<file path="src/rtl/udp_tx_sched.sv">
// udp_tx_sched: issues one ARP/UDP1/UDP2 frame start at a time, ARP strict priority, UDP round-robin.
// Define UDP_TX_SCHED_STATS_EN to build the per-source completed-frame counters.
module udp_tx_sched #(
  parameter int unsigned IFG_CYCLES = 12,
  parameter int unsigned TIMEOUT    = 4096,
  parameter int unsigned PW         = 4
) (
  input  logic        clk,
  input  logic        srst,
  input  logic        req_arp,
  input  logic        req_udp1,
  input  logic        req_udp2,
  input  logic        tx_rdy,
  input  logic        tx_wren,
  input  logic        tx_sop,
  input  logic        tx_eop,
  output logic        en_arp,
  output logic        en_udp1,
  output logic        en_udp2,
  output logic [1:0]  grant,
  output logic        busy,
  output logic        timeout_err,
  output logic        req_drop,
  output logic [15:0] frames_arp,
  output logic [15:0] frames_udp1,
  output logic [15:0] frames_udp2
);

  localparam int unsigned TMAX = (TIMEOUT > IFG_CYCLES) ? TIMEOUT : IFG_CYCLES;
  localparam int unsigned TW   = $clog2(TMAX + 1);
  localparam logic [TW-1:0] TO_VAL   = TW'(TIMEOUT);
  localparam logic [TW-1:0] IFG_LAST = TW'(IFG_CYCLES - 1);

  typedef enum logic [1:0] {S_IDLE, S_WAIT_SOP, S_WAIT_EOP, S_GAP} state_t;

  state_t        state_q;
  logic [PW-1:0] pend_arp_q, pend_u1_q, pend_u2_q;
  logic [PW-1:0] pend_arp_d, pend_u1_d, pend_u2_d;
  logic [TW-1:0] tmr_q, tmr_inc;
  logic          rr_q;
  logic          en_arp_q, en_u1_q, en_u2_q;
  logic [1:0]    grant_q;
  logic          busy_q, to_q, drop_q;

  logic can_issue, iss_arp, iss_u1, iss_u2, drop_d, done, timed_out;

  // A request at saturation is dropped even if the same source issues this cycle.
  function automatic logic [PW-1:0] pend_next(input logic [PW-1:0] c, input logic req,
                                              input logic iss);
    logic inc;
    inc       = req && (c != '1);
    pend_next = c;
    if (inc && !iss)      pend_next = c + 1'b1;
    else if (!inc && iss) pend_next = c - 1'b1;
  endfunction

  always_comb begin
    can_issue = (state_q == S_IDLE) && tx_rdy &&
                ((pend_arp_q != '0) || (pend_u1_q != '0) || (pend_u2_q != '0));
    iss_arp   = can_issue && (pend_arp_q != '0);
    iss_u1    = can_issue && !iss_arp && (pend_u1_q != '0) && ((pend_u2_q == '0) || !rr_q);
    iss_u2    = can_issue && !iss_arp && (pend_u2_q != '0) && ((pend_u1_q == '0) || rr_q);

    pend_arp_d = pend_next(pend_arp_q, req_arp,  iss_arp);
    pend_u1_d  = pend_next(pend_u1_q,  req_udp1, iss_u1);
    pend_u2_d  = pend_next(pend_u2_q,  req_udp2, iss_u2);
    drop_d     = (req_arp  && (pend_arp_q == '1)) ||
                 (req_udp1 && (pend_u1_q  == '1)) ||
                 (req_udp2 && (pend_u2_q  == '1));

    tmr_inc   = tmr_q + 1'b1;
    done      = tx_wren && tx_eop &&
                (((state_q == S_WAIT_SOP) && tx_sop) || (state_q == S_WAIT_EOP));
    timed_out = ((state_q == S_WAIT_SOP) || (state_q == S_WAIT_EOP)) && !done &&
                (tmr_inc == TO_VAL);
  end

  always_ff @(posedge clk) begin
    if (srst) begin
      state_q    <= S_IDLE;
      pend_arp_q <= '0;
      pend_u1_q  <= '0;
      pend_u2_q  <= '0;
      tmr_q      <= '0;
      rr_q       <= 1'b0;
      en_arp_q   <= 1'b0;
      en_u1_q    <= 1'b0;
      en_u2_q    <= 1'b0;
      grant_q    <= 2'd0;
      busy_q     <= 1'b0;
      to_q       <= 1'b0;
      drop_q     <= 1'b0;
    end else begin
      pend_arp_q <= pend_arp_d;
      pend_u1_q  <= pend_u1_d;
      pend_u2_q  <= pend_u2_d;
      en_arp_q   <= iss_arp;
      en_u1_q    <= iss_u1;
      en_u2_q    <= iss_u2;
      to_q       <= timed_out;
      drop_q     <= drop_d;
      case (state_q)
        S_IDLE: begin
          if (can_issue) begin
            state_q <= S_WAIT_SOP;
            busy_q  <= 1'b1;
            tmr_q   <= '0;
            if (iss_arp) begin
              grant_q <= 2'd1;
            end else if (iss_u1) begin
              grant_q <= 2'd2;
              rr_q    <= 1'b1;
            end else begin
              grant_q <= 2'd3;
              rr_q    <= 1'b0;
            end
          end
        end
        S_WAIT_SOP, S_WAIT_EOP: begin
          if (done || timed_out) begin
            state_q <= S_GAP;
            grant_q <= 2'd0;
            tmr_q   <= '0;
          end else begin
            tmr_q <= tmr_inc;
            if ((state_q == S_WAIT_SOP) && tx_wren && tx_sop) state_q <= S_WAIT_EOP;
          end
        end
        S_GAP: begin
          if (tmr_q == IFG_LAST) begin
            state_q <= S_IDLE;
            busy_q  <= 1'b0;
          end else begin
            tmr_q <= tmr_inc;
          end
        end
        default: state_q <= S_IDLE;
      endcase
    end
  end

  assign en_arp      = en_arp_q;
  assign en_udp1     = en_u1_q;
  assign en_udp2     = en_u2_q;
  assign grant       = grant_q;
  assign busy        = busy_q;
  assign timeout_err = to_q;
  assign req_drop    = drop_q;

`ifdef UDP_TX_SCHED_STATS_EN
  logic [15:0] fr_arp_q, fr_u1_q, fr_u2_q;

  always_ff @(posedge clk) begin
    if (srst) begin
      fr_arp_q <= '0;
      fr_u1_q  <= '0;
      fr_u2_q  <= '0;
    end else if (done) begin
      case (grant_q)
        2'd1:    fr_arp_q <= fr_arp_q + 16'd1;
        2'd2:    fr_u1_q  <= fr_u1_q + 16'd1;
        2'd3:    fr_u2_q  <= fr_u2_q + 16'd1;
        default: ;
      endcase
    end
  end

  assign frames_arp  = fr_arp_q;
  assign frames_udp1 = fr_u1_q;
  assign frames_udp2 = fr_u2_q;
`else
  assign frames_arp  = '0;
  assign frames_udp1 = '0;
  assign frames_udp2 = '0;
`endif

endmodule

</file>
<file path="config.mk">
export PLATFORM = sky130hd
export DESIGN_NAME = udp_tx_sched
export DESIGN_NICKNAME = d
export VERILOG_FILES = /design/src/rtl/udp_tx_sched.sv
export SDC_FILE = /design/constraint.sdc
export NUM_CORES = 1
export LEC_CHECK = 0
export BUFFER_PORTS_ARGS = -buffer_cell sky130_fd_sc_hd__buf_2
export CAP_MARGIN = 20
export CELL_PAD_IN_SITES_DETAIL_PLACEMENT = 1
export CELL_PAD_IN_SITES_GLOBAL_PLACEMENT = 1
export CORE_ASPECT_RATIO = 1.2
export CORE_MARGIN = 2
export CORE_UTILIZATION = 43
export CTS_CLUSTER_DIAMETER = 60
export DETAILED_ROUTE_END_ITERATION = 10
export GPL_TIMING_DRIVEN = 0
export PLACE_DENSITY = 0.82
export SYNTH_ARGS = -nofsm -noshare
export SYNTH_HDL_FRONTEND = slang
export SYNTH_SLANG_ARGS = --single-unit
</file>
<file path="constraint.sdc">
create_clock -name clk -period 7.75 [get_ports clk]
set_input_delay 1.55 -clock clk [delete_from_list [all_inputs] [get_ports clk]]
set_output_delay 1.55 -clock clk [all_outputs]
set_load 0.02 [all_outputs]
</file>
# ---- Yosys cells after proc, flatten, opt, wreduce, memory -nomap -nowiden
# Index checks and enable logic that the tools add are counted.
dict set report classes {
  bitwise_logic 1
  reduce_logical 61
  muxes 24
  addsub 7
  n_eq_ne 16
}
# cell n
set ops {}
lappend ops {{13-bit two-way mux} 3}
lappend ops {{13-bit case mux with 3 select lines} 1}
lappend ops {{1-bit logical AND} 27}
lappend ops {{4-bit two-way mux} 6}
lappend ops {{2-bit two-way mux} 7}
lappend ops {{13-bit by 1-bit adder with 13-bit output, second input constant} 1}
lappend ops {{13-bit == test, second input constant} 1}
lappend ops {{13-bit by 4-bit == test with 1-bit output, second input constant} 1}
lappend ops {{4-bit by 1-bit adder with 4-bit output, second input constant} 3}
lappend ops {{4-bit == test, second input constant} 3}
lappend ops {{4-bit inequality test, second input constant} 3}
lappend ops {{3-bit AND reduction} 4}
lappend ops {{4-bit nonzero test} 3}
lappend ops {{4-bit by 1-bit subtractor with 4-bit output, second input constant} 3}
lappend ops {{2-bit nonzero test} 5}
lappend ops {{1-bit logical OR} 9}
lappend ops {{1-bit logical NOT} 8}
lappend ops {{4-bit logical NOT} 2}
lappend ops {{2-bit inequality test, second input constant} 4}
lappend ops {{2-bit case mux with 3 select lines} 1}
lappend ops {{2-bit == test, second input constant} 2}
lappend ops {{1-bit two-way mux} 4}
lappend ops {{2-bit case mux with 2 select lines} 1}
lappend ops {{3-bit inequality test, second input constant} 1}
lappend ops {{6 further kinds} 6}
dict set report totals {
  reg_bits 36
  in_bits 9
  out_inout_bits 56
  word_cells 122
}

# ---- Depth between registers and ports, before layout
# Gate-level depths: netlist of the first run.
dict set report depth {
  word_depth 13
  mapped_depth 13
  mapped_depth_nobuf 12
}

# ---- Worst setup path after synthesis of the first run
# No wires, ideal clock.
dict set report synth_path {
  kind {input port to flip-flop}
  start {input tx_rdy}
  end {register pend_u1_q[3]}
  required_ns 7.679
  path_buffers 0
  stages 10
  arrival_time_ns 3.175
  path_slack_ns 4.505
  path_cell_list {nand4_1 -> a21o_1 -> ha_1 -> inv_1 -> ha_1 -> a21o_1 -> a21oi_1 -> xnor2_1 -> or3_1 -> a21oi_1}
}
dict set report synth_via {
  elab_chain_cells 10
}
# item line_no
set synth_rtl {}
lappend synth_rtl {{start, declared} 13} ;# input logic tx_rdy,
lappend synth_rtl {{1-bit logical AND (*) (2 in a row)} 58} ;# can_issue = (state_q == S_IDLE) && tx_rdy &&
lappend synth_rtl {{1-bit logical AND} 60} ;# iss_arp = can_issue && (pend_arp_q != '0);
lappend synth_rtl {{1-bit logical NOT} 61} ;# iss_u1 = can_issue && !iss_arp && (pend_u1_q != '0) && ((pend_u2_q == '0) || !rr_q);
lappend synth_rtl {{1-bit logical AND (*) (3 in a row)} 61}
lappend synth_rtl {{1-bit logical NOT} 53} ;# if (inc && !iss) pend_next = c + 1'b1;
lappend synth_rtl {{1-bit logical AND} 53}
lappend synth_rtl {{4-bit two-way mux / 2-bit nonzero test (equally long branches)} n/a}
lappend synth_rtl {{end signal, assigned} 95} ;# pend_u1_q <= pend_u1_d;
lappend synth_rtl {{end, declared} 37} ;# logic [PW-1:0] pend_arp_q, pend_u1_q, pend_u2_q;
# Every way passes the cells marked *; elsewhere a longest branch is shown, timed or not.
# A chain may end at the register's enable or synchronous reset.

# ---- Final worst setup path of the first run
# Same ends and word-level chain as after synthesis.

==> impl_metrics.csv, run 1 <==
group,metric,value,unit
clock_network,clock_path_buffers,2,
layout,layout-drive-gt1-share,22.28,%
grt,grt.busiest_layer,"met2",
detailed_routing,drtIter0Drc,63,
worst_setup_path,path_max_fanout,4,
timing,min_period,3.311,ns
worst_setup_path,crit_required,7.97,ns
grt,grt_util_met1,21.38,%
timing,rsz0062_at_grt,"no",
place,dpl_cell_area,3048,um^2
worst_hold_path,min_from,"grant[1]$_SDFFE_PP0P_",
timing,final-max-slew-violation-count,0,
worst_setup_path,reg2reg_from,"state_q[0]$_SDFFE_PP0P_",
clock_network,cts.sink_count,36,
worst_setup_path,criticalPathCategory,"input pin to flop",
run,cap_violations,0,
clock_network,cts.clk_slew.worst_paths,0.07,ns
die,die_x,76.19,um
detailed_routing,first_pass_iters,4,
grt,grt_pass1_wl,11050,um
worst_hold_path,worstHoldEndpoint,"grant[1]$_SDFFE_PP0P_",
timing,timing.final.ws_setup,4.439,ns
clock_network,clk_latency,0.29,ns
clock_network,cts-buffers-inserted,5,
clock_network,cts_root_buf,"clkbuf_8",
worst_hold_path,hold_class,"flop to flop",
detailed_routing,wl_per_cell,13.01,um
place,portBuffers,16,
detailed_routing,drcViolationCount,0,
die,die_h,90.63,um
synth,netlist_area,2689,um^2
layout,fin_area,3138,um^2
layout,syn2layout_area_growth,16.71,%
worst_setup_path,worstSetupStartpointType,"input pin",
die,core_area,6051,um^2
layout,mostFrequentLayoutCell,"buf_4",
clock_network,postCtsSetupBuffers,0,
power,power.leakage,1.477,nW
worst_setup_path,r2r_end,"pend_u1_q[3]$_SDFFE_PP0P_",
worst_hold_path,holdPathStages,2,
die,ioPinCount,65,
grt,grt_max_degree,11,
clock_network,cts_resized,0,
synth,synth_enable_flop_cells,0,
timing,fmax,302.1,MHz
clock_network,cts_tree,"done",
synth,synth_cell_types,52,
clock_network,h-tree-depth,2,
grt,gr-usage-met3,3.500,%
synth,ys_ff_latch,36,
die,start_util,44.44,%
synth,synthCells,324,
detailed_routing,wl,6206,um
layout,fin_nets,421,
power,p_per_area,268.4,nW/um^2
synth,ys_seq_area_share,26.80,%
layout,layout_common_cells,"buf_4, conb_1, dfxtp_1",
synth,synth_ff_type,"dfxtp_1",
worst_setup_path,arrival,3.53,ns
place,dp_hpwl,4903,um
timing,tightest_slew,0.7034,ns
grt,use_met2,36.68,%
detailed_routing,drtAntennaViolNets,0,
run_status,status,"completed",
place,gp_congestion,0.7947,
worst_setup_path,r2r_cells,13,
timing,relSlewSlack,53.11,%
timing,fin_crit_sh,42.72,%
timing,hold_viol_final,0,
synth,synth_warnings,0,
grt,overflow,0,
timing,setup_violations,0,
power,irDropWorstVdd,0.1594,mV
timing,fin_setup_tns,0,ns
timing,skew,0.009518,ns
die,num_rows,31,
grt,grt_usage,18.96,%
synth,ys_async_sr_fraction,0,%
detailed_routing,num_vias,2337,
detailed_routing,vias_per_cell,4.899,
worst_setup_path,endpoint_kind,"flop",
clock_network,cts_hold_buf,0,
grt,grt_pass1_vias,2439,
die,dieArea,6904,um^2
worst_setup_path,reg2reg_setup_slack,4.75,ns
place,place_ws,4.158,ns
layout,antenna_cells,0,
synth,synth_area_per_cell,8.299,um^2
grt,antenna_found_initial,0,
[where the power goes]
group | internal (mW) | switching [mW]
Combinational | 0.177 | 0.246
Clock | 0.0726 | 0.0687
Sequential | 0.229 | 0.0494
[kinds of logic after synthesis]
kind of cell	synth area share, %
DFF	26.80
AOI/OAI and AO/OA	15.92
other	0.1395
and+or+nand+nor	23.31
xor gates and xnor gates	4.560
muxes	1.861
adders and majority gates	9.214
buffers and inverters	18.19
[cell usage after synthesis, types with 4 or more instances]
cell,n,area (um^2)
nand2b_1,5,31.28
o311ai_0,4,35.03
a21o_1,5,37.54
nand2_1,18,67.56
buf_4,50,375.4
o31ai_1,4,30.03
xnor2_1,9,78.83
dfxtp_1,36,720.7
inv_1,17,63.81
nor3_1,4,20.02
mux2i_1,5,50.05
nand3_1,11,55.05
buf_2,7,35.03
or3_1,5,31.28
nand4_1,10,62.56
ha_1,15,187.7
nor2_1,33,123.9
xor2_1,5,43.79
a21oi_1,20,100.1
o21ai_0,7,35.03
or4_1,5,37.54
[stage by stage]
| step | hold slack [ns] | cells | util, % | power [mW] |
|---|---|---|---|---|
| 5_1_grt | 0.5270 | 477 | 51.86 | 0.9242 |
| 3_3_place_gp | 0.4650 | 469 | 50.37 | 0.6821 |
| 2_1_floorplan | 0.4518 | 371 | - | 0.6105 |
| 3_5_place_dp | 0.4846 | 469 | 50.37 | 0.7055 |
| 6_report | 0.4900 | 477 | 51.86 | 0.8422 |
| 4_1_cts | 0.4968 | 477 | 51.86 | 0.8513 |
[worst max-delay path: stages]
cell	delay, ns
buf_2	0.11
nand4_1	0.11
a21o_1	0.24
ha_1	0.23
inv_1	0.12
ha_1	0.24
a21o_1	0.17
a21oi_1	0.19
xnor2_1	0.10
or3_1	0.31
a21oi_1	0.15
[state kept, by name (all words and copies together) (netlist names)]
| name | count |
|---|---|
| tmr_q | 13 |
| pend_arp_q | 4 |
| pend_u1_q | 4 |
| pend_u2_q | 4 |
| grant | 2 |
| state_q | 2 |
| busy | 1 |
| en_arp | 1 |
| en_udp1 | 1 |
| en_udp2 | 1 |
| req_drop | 1 |
| rr_q | 1 |
| timeout_err | 1 |
[per-layer routing]
| layer | up-vias | part of all wire, % |
|---|---|---|
| met4 | 0 | 1.1 |
| met2 | 29 | 55 |
| met1 | 1112 | 41 |
| li1 | 1188 | - |
| met5 | - | 0 |
| met3 | 8 | 2.7 |
[cell type report]
| cell class | instances | area (um^2) |
|---|---|---|
| Inverter | 17 | 63.81 |
| Timing Repair Buffer | 16 | 80.08 |
| Sequential cell | 36 | 720.7 |
| Fill cell | 793 | 2913 |
| Clock buffer | 8 | 90.09 |
| Multi-Input combinational cell | 257 | 1655 |
| Tap cell | 82 | 102.6 |
| Buffer | 61 | 425.4 |
[how the worst max path moves through the flow]
stage               startpoint                        end  slack (ns)  depth (start not counted)
global route            tx_rdy  pend_u1_q[3]$_SDFFE_PP0P_        4.30                         11
finish                  tx_rdy  pend_u1_q[3]$_SDFFE_PP0P_        4.44                         11
floorplan               tx_rdy  pend_u1_q[3]$_SDFFE_PP0P_        4.50                         10
CTS                     tx_rdy  pend_u1_q[3]$_SDFFE_PP0P_        4.46                         11
detailed placement      tx_rdy  pend_u1_q[3]$_SDFFE_PP0P_        4.16                         11
global placement        tx_rdy  pend_u1_q[3]$_SDFFE_PP0P_        4.25                         11
(Power assumes the default switching activity.)
==> run 2: changes to the inputs <==
--- a/config.mk
+++ b/config.mk
@@ -11,11 +11,11 @@
 export CELL_PAD_IN_SITES_GLOBAL_PLACEMENT = 1
 export CORE_ASPECT_RATIO = 1.2
 export CORE_MARGIN = 2
-export CORE_UTILIZATION = 43
+export CORE_UTILIZATION = 40
 export CTS_CLUSTER_DIAMETER = 60
 export DETAILED_ROUTE_END_ITERATION = 10
 export GPL_TIMING_DRIVEN = 0
-export PLACE_DENSITY = 0.82
+export PLACE_DENSITY = 0.77
 export SYNTH_ARGS = -nofsm -noshare
 export SYNTH_HDL_FRONTEND = slang
 export SYNTH_SLANG_ARGS = --single-unit
==> constraint.sdc (replaced) <==
create_clock -name clk -period 3.2 [get_ports clk]
set_input_delay 0.64 -clock clk [delete_from_list [all_inputs] [get_ports clk]]
set_output_delay 0.64 -clock clk [all_outputs]
set_load 0.02 [all_outputs]
==> run 2 against run 1 <==
Compared with the run above: wire length rose by 3.1%; largest cell class unchanged; final cell count grew 0.42%; critical path depth is the same; highest routed layer unchanged.
==> impl_metrics.csv, run 2 (synthesis results as in run 1) <==
group,metric,value,unit
clock_network,postCtsSetupBuffers,0,
worst_setup_path,cpMaxStageDelayCell,"or4_1",
detailed_routing,drtAntennaViolNets,0,
grt,antenna_found_initial,0,
die,ioPinCount,65,
die,die_x,78.85,um
place,place_ws,0.1925,ns
timing,hold_viol_final,0,
power,irDropWorstVdd,0.3437,mV
layout,syn2layout_area_growth,16.84,%
detailed_routing,drcViolationCount,0,
clock_network,cts_hold_buf,0,
die,core_area,6486,um^2
timing,min_period,2.910,ns
detailed_routing,num_vias,2347,
layout,largest_reg_flops,13,
power,p_int,1.160,mW
timing,rsz0062_at_grt,"no",
detailed_routing,drtIter0Drc,76,
power,p_clk_share,17.1,%
worst_hold_path,hold_class,"flop to flop",
grt,overflow,0,
clock_network,cts.clk_slew.worst_paths,0.08,ns
worst_setup_path,criticalPathCategory,"flop to flop",
clock_network,cts_root_buf,"clkbuf_8",
die,dieArea,7397,um^2
detailed_routing,wl_per_cell,13.35,um
worst_setup_path,endpoint_kind,"flop",
layout,regMostFlops,"tmr_q",
layout,final_core_util,48.44,%
worst_setup_path,crit_required,3.43,ns
die,start_util,41.45,%
timing,skew,0.002709,ns
layout,antenna_cells,0,
timing,final-max-slew-violation-count,0,
die,die_h,93.82,um
power,swShare,43.84,%
detailed_routing,wl,6397,um
clock_network,h-tree-depth,2,
grt,grt_usage,18.74,%
worst_setup_path,reg2reg_setup_slack,0.29,ns
layout,layout_common_cells,"buf_4, conb_1, dfxtp_1",
place,gp_congestion,0.7738,
power,p_per_area,657.5,nW/um^2
clock_network,clock_path_buffers,2,
clock_network,clk_latency,0.29,ns
place,dpl_cell_area,3052,um^2
die,num_rows,32,
timing,fmax,343.6,MHz
worst_setup_path,r2r_cells,11,
power,total_power,2.066,mW
power,power.leakage,1.475,nW
layout,layout-drive-gt1-share,22.59,%
timing,timing.final.ws_setup,0.2900,ns
place,dp_hpwl,4987,um
worst_hold_path,worstHoldEndpoint,"grant[1]$_SDFFE_PP0P_",
layout,fin_area,3142,um^2
place,place_inst,472,
place,portBuffers,16,
layout,instances_no_fill,479,
clock_network,cts_tree,"done",
worst_setup_path,worstSetupStartpointType,"flop",
run,cap_violations,0,
grt,grt_max_degree,12,
worst_hold_path,min_from,"grant[1]$_SDFFE_PP0P_",
worst_setup_path,cp_slowest_stage_delay,0.62,ns
timing,worst_hold_slack,0.4862,ns
worst_setup_path,cp_cell_sequence,"or4_1 -> and4_1 -> nand2_1 -> ha_1 -> inv_1 -> ha_1 -> a21o_1 -> a21oi_1 -> xnor2_1 -> or3_1 -> a21oi_1",
layout,mostFrequentLayoutCell,"buf_4",
layout,fin_nets,420,
clock_network,cts-buffers-inserted,5,
grt,grt_pass1_vias,2380,
clock_network,cts.sink_count,36,
worst_setup_path,path_max_fanout,5,
power,power.share.sequential,32.6,%
timing,relSlewSlack,50.87,%
timing,setup_violations,0,
worst_setup_path,worst-path-buf-inv,1,
timing,tightest_slew,0.7369,ns
worst_setup_path,r2r_end,"pend_u2_q[3]$_SDFFE_PP0P_",
layout,n_fill_cell,852,
detailed_routing,first_pass_iters,4,
grt,grt_pass1_wl,11040,um
timing,fin_crit_sh,90.94,%
worst_setup_path,crit_family,"simple AND/OR/NAND/NOR gates",
clock_network,cts_resized,0,
worst_hold_path,holdPathStages,2,
worst_setup_path,arrival,3.14,ns
run_status,status,"completed",
detailed_routing,vias_per_cell,4.900,
power,p_sw,905.6,uW
power,comb_power_share,50.2,%
timing,fin_setup_tns,0,ns
worst_setup_path,reg2reg_from,"pend_u2_q[0]$_SDFFE_PP0P_",
==> run 2: worst max-delay path by stage <==
stage	depth (start not counted)	slack, ns	startpoint	end
floorplan	11	0.61	pend_u2_q[0]$_SDFFE_PP0P_	pend_u2_q[3]$_SDFFE_PP0P_
global route	12	0.07	state_q[0]$_SDFFE_PP0P_	pend_u1_q[3]$_SDFFE_PP0P_
CTS	13	0.17	state_q[0]$_SDFFE_PP0P_	pend_u2_q[3]$_SDFFE_PP0P_
global placement	13	0.33	state_q[0]$_SDFFE_PP0P_	pend_u2_q[3]$_SDFFE_PP0P_
finish	11	0.29	pend_u2_q[0]$_SDFFE_PP0P_	pend_u2_q[3]$_SDFFE_PP0P_
detailed placement	13	0.19	state_q[0]$_SDFFE_PP0P_	pend_u2_q[3]$_SDFFE_PP0P_
==> run 2: area by class of cell <==
class                           instances  area, um^2  area share (%)
Inverter                               17       63.81           2.031
Sequential cell                        36       720.7           22.94
Multi-Input combinational cell        257        1655           52.69
Clock buffer                            7       86.33           2.748
Timing Repair Buffer                   16       80.08           2.549
Tap cell                               85       106.4           3.385
Clock inverter                          1       7.507          0.2389
Buffer                                 60       421.7           13.42
==> run 2: worst register-to-register path, stage by stage, from the launching register on <==
cell	delay (ns)
dfxtp_1	0.37
or4_1	0.62
and4_1	0.26
nand2_1	0.12
ha_1	0.20
inv_1	0.10
ha_1	0.28
a21o_1	0.18
a21oi_1	0.16
xnor2_1	0.09
or3_1	0.31
a21oi_1	0.14
==> run 2: power by group through the flow <==
stage | Sequential, mW | Combinational [mW] | Clock, mW
2_1_floorplan | 0.676 | 0.802 | 0
3_3_place_gp | 0.675 | 0.980 | 0
3_5_place_dp | 0.685 | 1.04 | 0
4_1_cts | 0.675 | 1.05 | 0.367
5_1_grt | 0.692 | 1.19 | 0.387
6_report | 0.674 | 1.04 | 0.354
==> run 2: per-layer routing <==
layer  global-route usage (%)  share of wire (%)  up-vias
li1                         -                  -     1181
met4                    7.184                2.0        0
met2                    34.19                 54       32
met1                    21.45                 41     1123
met5                        0                  0        -
met3                    3.558                2.7       11
